===== config.mk =====
export PLATFORM = sky130hd
export DESIGN_NAME = froc_bus_monitor
export DESIGN_NICKNAME = d
export VERILOG_FILES = /design/src/rtl/froc_bus_monitor.sv
export SDC_FILE = /design/constraint.sdc
export NUM_CORES = 1
export LEC_CHECK = 0
export ABC_AREA = 1
export CORE_MARGIN = 4
export CORE_UTILIZATION = 47
export DETAILED_ROUTE_END_ITERATION = 10
export PLACE_DENSITY = 0.66
export REMOVE_ABC_BUFFERS = 1
export SLEW_MARGIN = 25
export SYNTH_ARGS = -nofsm -noshare
export SYNTH_HDL_FRONTEND = slang
export SYNTH_SLANG_ARGS = --single-unit

===== constraint.sdc =====
create_clock -name clk -period 3.2 [get_ports clk]
set_input_delay 0.64 -clock clk [delete_from_list [all_inputs] [get_ports clk]]
set_output_delay 0.64 -clock clk [all_outputs]
set_load 0.01 [all_outputs]

===== src/rtl/froc_bus_monitor.sv =====
// FRoC bus capture/check block: registers the signal bus, logs mismatching sink cycles into a FIFO,
// keeps saturating per-sink error counters. Define FROC_MON_INTERMEDIATE_CAPTURE_EN to log intermediates.
module froc_bus_monitor #(
  parameter int STATE_LENGTH      = 8,
  parameter int NUM_INTERMEDIATES = 16,
  parameter int NUM_SINKS         = 8,
  parameter int DEPTH             = 16,
  parameter int CNT_W             = 16
) (
  input  logic                          clk,
  input  logic                          rst_n,
  input  logic                          arm,
  input  logic                          stop,
  input  logic [STATE_LENGTH-1:0]       bus_state,
  input  logic [NUM_INTERMEDIATES-1:0]  bus_intermediates,
  input  logic [NUM_SINKS-1:0]          bus_sinks,
  input  logic [NUM_SINKS-1:0]          exp_sinks,
  input  logic                          cmp_en,
  output logic                          rd_valid,
  input  logic                          rd_ready,
  output logic [STATE_LENGTH-1:0]       rd_state,
  output logic [NUM_SINKS-1:0]          rd_mask,
`ifdef FROC_MON_INTERMEDIATE_CAPTURE_EN
  output logic [NUM_INTERMEDIATES-1:0]  rd_intermediates,
`endif
  input  logic [$clog2(NUM_SINKS)-1:0]  cnt_sel,
  output logic [CNT_W-1:0]              err_cnt,
  output logic [CNT_W-1:0]              drop_cnt,
  output logic                          overflow,
  output logic                          busy,
  output logic [1:0]                    fsm_state
);

  localparam int AW = $clog2(DEPTH);
  localparam int PW = AW + 1;
`ifdef FROC_MON_INTERMEDIATE_CAPTURE_EN
  localparam int EW = NUM_INTERMEDIATES + STATE_LENGTH + NUM_SINKS;
`else
  localparam int EW = STATE_LENGTH + NUM_SINKS;
`endif

  typedef enum logic [1:0] {
    IDLE    = 2'd0,
    ARMED   = 2'd1,
    CAPTURE = 2'd2,
    DONE    = 2'd3
  } state_t;

  function automatic logic [CNT_W-1:0] sat_inc(input logic [CNT_W-1:0] v);
    return (&v) ? v : v + 1'b1;
  endfunction

  state_t                  st_q, st_d;
  logic [STATE_LENGTH-1:0] state_p1, prev_state_p1;
  logic [NUM_SINKS-1:0]    sinks_p1, exp_p1, mask_p1;
  logic                    vld_p1;
  logic                    trans_p1, mism_p1, cap_act, log_p1;
  logic                    push, pop, full, empty;
  logic [PW-1:0]           wr_ptr, rd_ptr;
  logic [EW-1:0]           mem [DEPTH];
  logic [EW-1:0]           entry_p1, head;
  logic [CNT_W-1:0]        cnt_q [NUM_SINKS];

  // Stage p1: bus sampled every cycle regardless of FSM state
  always_ff @(posedge clk or negedge rst_n) begin
    if (!rst_n) begin
      state_p1      <= '0;
      prev_state_p1 <= '0;
      sinks_p1      <= '0;
      exp_p1        <= '0;
      vld_p1        <= 1'b0;
    end else begin
      state_p1      <= bus_state;
      prev_state_p1 <= state_p1;
      sinks_p1      <= bus_sinks;
      exp_p1        <= exp_sinks;
      vld_p1        <= cmp_en;
    end
  end

`ifdef FROC_MON_INTERMEDIATE_CAPTURE_EN
  logic [NUM_INTERMEDIATES-1:0] inter_p1;

  always_ff @(posedge clk or negedge rst_n) begin
    if (!rst_n) inter_p1 <= '0;
    else        inter_p1 <= bus_intermediates;
  end

  assign entry_p1 = {inter_p1, state_p1, mask_p1};
`else
  logic unused_inter;
  assign unused_inter = ^bus_intermediates;
  assign entry_p1     = {state_p1, mask_p1};
`endif

  assign mask_p1  = sinks_p1 ^ exp_p1;
  assign mism_p1  = vld_p1 && (sinks_p1 != exp_p1);
  assign trans_p1 = (state_p1 != prev_state_p1);

  always_ff @(posedge clk or negedge rst_n) begin
    if (!rst_n) st_q <= IDLE;
    else        st_q <= st_d;
  end

  // The ARMED->CAPTURE transition cycle already counts as capture; arm suppresses logging.
  always_comb begin
    st_d    = st_q;
    cap_act = 1'b0;
    case (st_q)
      IDLE:    st_d = st_q;
      ARMED: begin
        if (trans_p1) begin
          st_d    = CAPTURE;
          cap_act = 1'b1;
        end
      end
      CAPTURE: begin
        cap_act = 1'b1;
        if (stop) st_d = DONE;
      end
      DONE:    st_d = st_q;
      default: st_d = IDLE;
    endcase
    if (arm) begin
      st_d    = ARMED;
      cap_act = 1'b0;
    end
  end

  assign log_p1 = cap_act && mism_p1;

  assign empty = (wr_ptr == rd_ptr);
  assign full  = (wr_ptr[PW-1] != rd_ptr[PW-1]) && (wr_ptr[AW-1:0] == rd_ptr[AW-1:0]);
  assign pop   = rd_valid && rd_ready;
  assign push  = log_p1 && (!full || pop);

  // Stage p2: FIFO, counters and drop tracking
  always_ff @(posedge clk or negedge rst_n) begin
    if (!rst_n) begin
      wr_ptr <= '0;
      rd_ptr <= '0;
    end else if (arm) begin
      wr_ptr <= '0;
      rd_ptr <= '0;
    end else begin
      if (push) wr_ptr <= wr_ptr + 1'b1;
      if (pop)  rd_ptr <= rd_ptr + 1'b1;
    end
  end

  always_ff @(posedge clk) begin
    if (push) mem[wr_ptr[AW-1:0]] <= entry_p1;
  end

  always_ff @(posedge clk or negedge rst_n) begin
    if (!rst_n) begin
      drop_cnt <= '0;
      overflow <= 1'b0;
    end else if (arm) begin
      drop_cnt <= '0;
      overflow <= 1'b0;
    end else if (log_p1 && !push) begin
      drop_cnt <= sat_inc(drop_cnt);
      overflow <= 1'b1;
    end
  end

  always_ff @(posedge clk or negedge rst_n) begin
    if (!rst_n) begin
      for (int k = 0; k < NUM_SINKS; k++) cnt_q[k] <= '0;
    end else if (arm) begin
      for (int k = 0; k < NUM_SINKS; k++) cnt_q[k] <= '0;
    end else if (log_p1) begin
      for (int k = 0; k < NUM_SINKS; k++)
        if (mask_p1[k]) cnt_q[k] <= sat_inc(cnt_q[k]);
    end
  end

  // Empty FIFO reads as zero so stale memory never leaks out after reset or arm.
  assign rd_valid = !empty;
  assign head     = rd_valid ? mem[rd_ptr[AW-1:0]] : '0;
  assign rd_mask  = head[NUM_SINKS-1:0];
  assign rd_state = head[NUM_SINKS +: STATE_LENGTH];
`ifdef FROC_MON_INTERMEDIATE_CAPTURE_EN
  assign rd_intermediates = head[NUM_SINKS+STATE_LENGTH +: NUM_INTERMEDIATES];
`endif

  always_comb begin
    err_cnt = '0;
    if (int'(cnt_sel) < NUM_SINKS) err_cnt = cnt_q[cnt_sel];
  end

  assign busy      = (st_q == ARMED) || (st_q == CAPTURE);
  assign fsm_state = st_q;

endmodule

==> results_tabular.tex <==
\begin{tabular}{lr}
\hline
Metric & Value \\
\hline
\multicolumn{2}{l}{\textbf{Die}} \\
\quad Area of the core & between 0.04 and 0.05 sq mm \\
\quad Number of standard-cell rows in the floorplan & 79 \\
\quad Die ar. & 0.0505 sq mm \\
\quad Count of pins on the block boundary & around 100 \\
\quad Die extent in y & between 200 and 250 um \\
\quad Effective utilization at floorplan & 0.475 \\
\quad Die span in x & 225 um \\
\multicolumn{2}{l}{\textbf{Clock network}} \\
\quad Clock-pin slew on the worst setup and hold paths & about 0.060 ns \\
\quad Number of clock sinks & roughly 450 \\
\quad CTS Root Cell & sky130\_fd\_sc\_hd\_\_clkbuf\_16 \\
\quad Number of levels the H-tree was split into & 2 \\
\quad Clock tree from TritonCTS & built \\
\quad Buffers from clock root to sink, at most & 3 \\
\quad Clock latency reported for the late side of the worst-skew pair & $\sim$0.6 ns \\
\quad Count of hold-fix buffers inserted at cts & 0 \\
\quad Total CTS buffers & 48 \\
\multicolumn{2}{l}{\textbf{Finish}} \\
\quad Post-route cell area & about 0.026 sq mm \\
\quad Growth of design area from synthesis to finish & 17.4\% \\
\quad Net total in the final layout & roughly 2600 \\
\quad Share of final-layout standard cells stronger than drive strength 1 & 0.0999 \\
\quad Total inserted antenna cells & 0 \\
\quad Post-route insts no fill & 3150 \\
\multicolumn{2}{l}{\textbf{Yosys}} \\
\quad Ys flop type & sky130\_fd\_sc\_hd\_\_edfxtp\_1 \\
\quad Post-synthesis adder-cell area fraction & 0.00907 \\
\quad Combinational family with the most area after synthesis & simple AND/OR/NAND/NOR gates \\
\quad Fraction of synthesis flops using an asynchronous set or reset pin & 0.426 \\
\quad Number of enable flip-flop cells after synthesis & $\sim$260 \\
\quad Fraction of the yosys area taken by sequential cells & 0.564 \\
\quad Synthesized instance count & roughly 2400 \\
\quad Post-synth top area cell & sky130\_fd\_sc\_hd\_\_edfxtp\_1 \\
\quad Number of different library cells in the post-synthesis netlist & 45 \\
\quad Post-synthesis share of cell area spent on and, or, nand and nor gates & 0.222 \\
\quad Post-synthesis share of cell area spent on xor and xnor gates & 0.0444 \\
\quad Post-Syn Area per Cell & 9.23 sq um \\
\quad Post-synthesis compound-gate area fraction & 0.100 \\
\quad Mux cell area share after synthesis & 0.00771 \\
\quad Portion of synthesized cell area occupied by the leading cell type & 0.348 \\
\quad Syn Std Cell Area & around 0.022 sq mm \\
\quad Flip-flop and latch count after synthesis & around 450 \\
\quad Most numerous cell in the Yosys netlist & sky130\_fd\_sc\_hd\_\_nand2\_1 \\
\quad Most numerous cell types in the synthesized netlist & sky130\_fd\_sc\_hd\_\_nand2\_1, sky130\_fd\_sc\_hd\_\_nor2\_1, sky130\_fd\_sc\_hd\_\_edfxtp\_1, sky130\_fd\_sc\_hd\_\_nand3\_1, sky130\_fd\_sc\_hd\_\_dfrtp\_1 \\
\quad Synthesis warning total & 0 \\
\quad Main area contributors after synthesis & sky130\_fd\_sc\_hd\_\_edfxtp\_1, sky130\_fd\_sc\_hd\_\_dfrtp\_1, sky130\_fd\_sc\_hd\_\_nand2\_1 \\
\multicolumn{2}{l}{\textbf{Power and ir drop}} \\
\quad Fraction of power consumed by the clock network & 0.405 \\
\quad Proportion of power drawn by combinational gates & 0.130 \\
\quad Overall power after layout & around 13 mW \\
\quad Worst vdd rail ir drop & between 0.3 and 0.4 mV \\
\quad Power dissipated by switching net loads & 3.49 mW \\
\quad Pwr/cell area & 519 mW/mm\^{}2 \\
\quad Reported leakage power & around 10 nW \\
\quad Seq pwr share & 0.465 \\
\quad Switching power as a share of total power & 0.260 \\
\quad Int Power & approximately 10 mW \\
\multicolumn{2}{l}{\textbf{Route}} \\
\quad First-pass detailed-route iteration total & 5 \\
\quad Remaining routing DRC violations & 0 \\
\quad Detailed-route vias per instance & about 5.6 \\
\quad Total detailed-routing wirelength & slightly above 60000 um \\
\quad Routed Antenna Nets & 0 \\
\quad Count of routing violations after the opening detailed-route iteration & between 1000 and 1500 \\
\quad DR WL/cell & about 19 um \\
\quad Via count & 17800 \\
\multicolumn{2}{l}{\textbf{Timing}} \\
\quad Worst-Margin Slew & $\sim$1.0 ns \\
\quad Least setup slack across all paths after layout & -0.00114 ns \\
\quad Final critical-path share of the clock period & 1.00 \\
\quad Pins over their slew limit & 0 \\
\quad Max\_slew headroom & 0.327 \\
\quad Final hold vios & 0 \\
\quad Time the final worst path needs with I/O delays and setup & $\sim$3.2 ns \\
\quad RSZ-0062 raised after global routing & true \\
\quad Final worst clock skew & roughly 0.023 ns \\
\quad Hold Worst Slack & 0.0185 ns \\
\quad Highest attainable clock frequency & 0.312 GHz \\
\quad Final count of negative-setup-slack endpoints & 1 \\
\multicolumn{2}{l}{\textbf{Status}} \\
\quad Violations in the final reports & negative setup slack \\
\quad Run status & complete, but fails checks \\
\multicolumn{2}{l}{\textbf{Critical path}} \\
\quad Chain of cells forming the critical path & buf\_4 > buf\_12 > buf\_16 > nor2\_1 > nor2\_1 > o21ai\_0 > o21ai\_0 > o211ai\_1 > a31oi\_2 > clkbuf\_2 \\
\quad Startpoint types & register \\
\quad Largest stage delay on the critical path & about 0.52 ns \\
\quad CP Buf/Inv Count & 4 \\
\quad Critical Path Slowest Stage Cell & sky130\_fd\_sc\_hd\_\_dfrtp\_4 \\
\quad Critical path arrival & about 2.6 ns \\
\quad Required @ worst endpoint & 2.56 ns \\
\quad Cell family with the largest share of critical-path delay & compound AO/OA/AOI/OAI gates \\
\quad CP max FO & 17 \\
\quad Crit Path Class & register to output pin \\
\quad Setup crit end kind & output pin \\
\multicolumn{2}{l}{\textbf{Placed design}} \\
\quad Post-Place Worst Slack & -0.0690 ns \\
\quad Number of placed instances, taps included & 3043 \\
\quad DP HPWL & $\sim$37000 um \\
\quad Number of buffers added on ports & 85 \\
\quad Instance area at placement & around 0.024 sq mm \\
\quad Final GP Congestion & 0.903 \\
\multicolumn{2}{l}{\textbf{Global route}} \\
\quad Initial antenna violation count & 1 \\
\quad Via count of the first global-routing pass & 17000 \\
\quad GRT Resource Usage Total & 0.237 \\
\quad Pin count of the biggest net entering global routing & between 100 and 150 \\
\quad Global-route wire length before repair & 95400 um \\
\quad Final global-route overflow total & 0 \\
\multicolumn{2}{l}{\textbf{Min path}} \\
\quad Min-Delay Path Class & primary input to async pin \\
\multicolumn{2}{l}{\textbf{Flow run}} \\
\quad Number of max-capacitance violations reported & 0 \\
\hline
\end{tabular}
-- power by group through the flow --
stage | sequential (mW) | combinational, mW | clock (mW)
finish | 6.26 | 1.74 | 5.45
global route | 6.26 | 1.89 | 5.82
CTS | 6.26 | 1.73 | 5.57
detailed placement | 6.37 | 1.55 | 0
global placement | 6.37 | 1.52 | 0
floorplan | 6.42 | 0.695 | 0
-- layer usage --
layer	up-vias	wire length, um	track usage
met2	619	29400	0.392
met5	-	0	0
met3	114	3810	0.0315
li1	8423	-	-
met4	0	1640	0.0717
met1	8595	25800	0.329
-- final timing paths --
path | start | endpoint | slack (ns) | cells past startpoint
worst max-delay path | rd_ptr[0] | rd_mask[6] | -0.001 | 10
worst min-delay path | rst_n | cnt_q[49] | 0.02 | 1
worst max register to register | rd_ptr[0] | mem[3][6] | 0.12 | 10
worst min register to register | state_p1[2] | prev_state_p1[2] | 0.43 | 0
max in group asynchronous | rst_n | sinks_p1[0] | 2.39 | 2
min in group clk | state_p1[2] | prev_state_p1[2] | 0.43 | 0
-- flip-flops by register name (all words and copies together) (netlist names) --
| register | cells |
|---|---|
| sinks_p1 | 8 |
| mem | 256 |
| exp_p1 | 8 |
| wr_ptr | 5 |
| overflow | 1 |
| drop_cnt | 16 |
| cnt_q | 128 |
| prev_state_p1 | 8 |
| state_p1 | 8 |
| rd_ptr | 5 |
| vld_p1 | 1 |
| fsm_state | 2 |
-- per-stage QoR --
stage                TNS, ns   util
global route          -0.187  0.558
detailed placement    -0.209  0.517
floorplan            -727.84      -
CTS                   -0.159  0.557
finish              -0.00114  0.558
global placement      -0.324  0.516
-- what timing repair did --
| action | in CTS | in global routing |
|---|---|---|
| gates cloned | 5 | 1 |
| hold endpoints to repair | 0 | 0 |
| gates resized for setup | 57 | 32 |
| endpoints found under the setup margin | 24 | 23 |
| pin swaps | 6 | 12 |
| buffers inserted | 12 | 1 |
-- placed cells by master (no fill, tap or decap), drive strengths merged, types with 9 or more instances in the layout --
cell and n:
o21ai 206, nand2 429, a221oi 9, edfxtp 256, a21oi 65, nor3 46, dfrtp 190, clkbuf 75
o32ai 32, mux2i 17, clkdlybuf4s50 50, nand3 214, xnor2 22, xor2 89, o221ai 16, dlygate4sd2 13
nor2 401, nand4 30, buf 107, clkinv 17, o211ai 18, ha 16, inv 147, nor4 15
a31oi 25
-- kinds of logic (layout without fill, tap and decap cells) --
group / Yosys count / in the layout
adder cells (fa/ha/maj): 16 / 16
XOR/XNOR: 111 / 111
AND/OR/NAND/NOR: 1144 / 1144
buffers and inverters: 278 / 430
AO/OA/AOI/OAI: 379 / 379
flip-flops: 446 / 446
multiplexers: 17 / 17
-- layout make-up --
type	count	area (sq um)
inverter	150	572
clock buffer	68	1370
tap	607	759
sequential	446	12400
clock inverter	22	191
timing repair buffer	190	1970
multi-input combinational	1667	8600
fill	4050	20500
(Power assumes the default switching activity.)
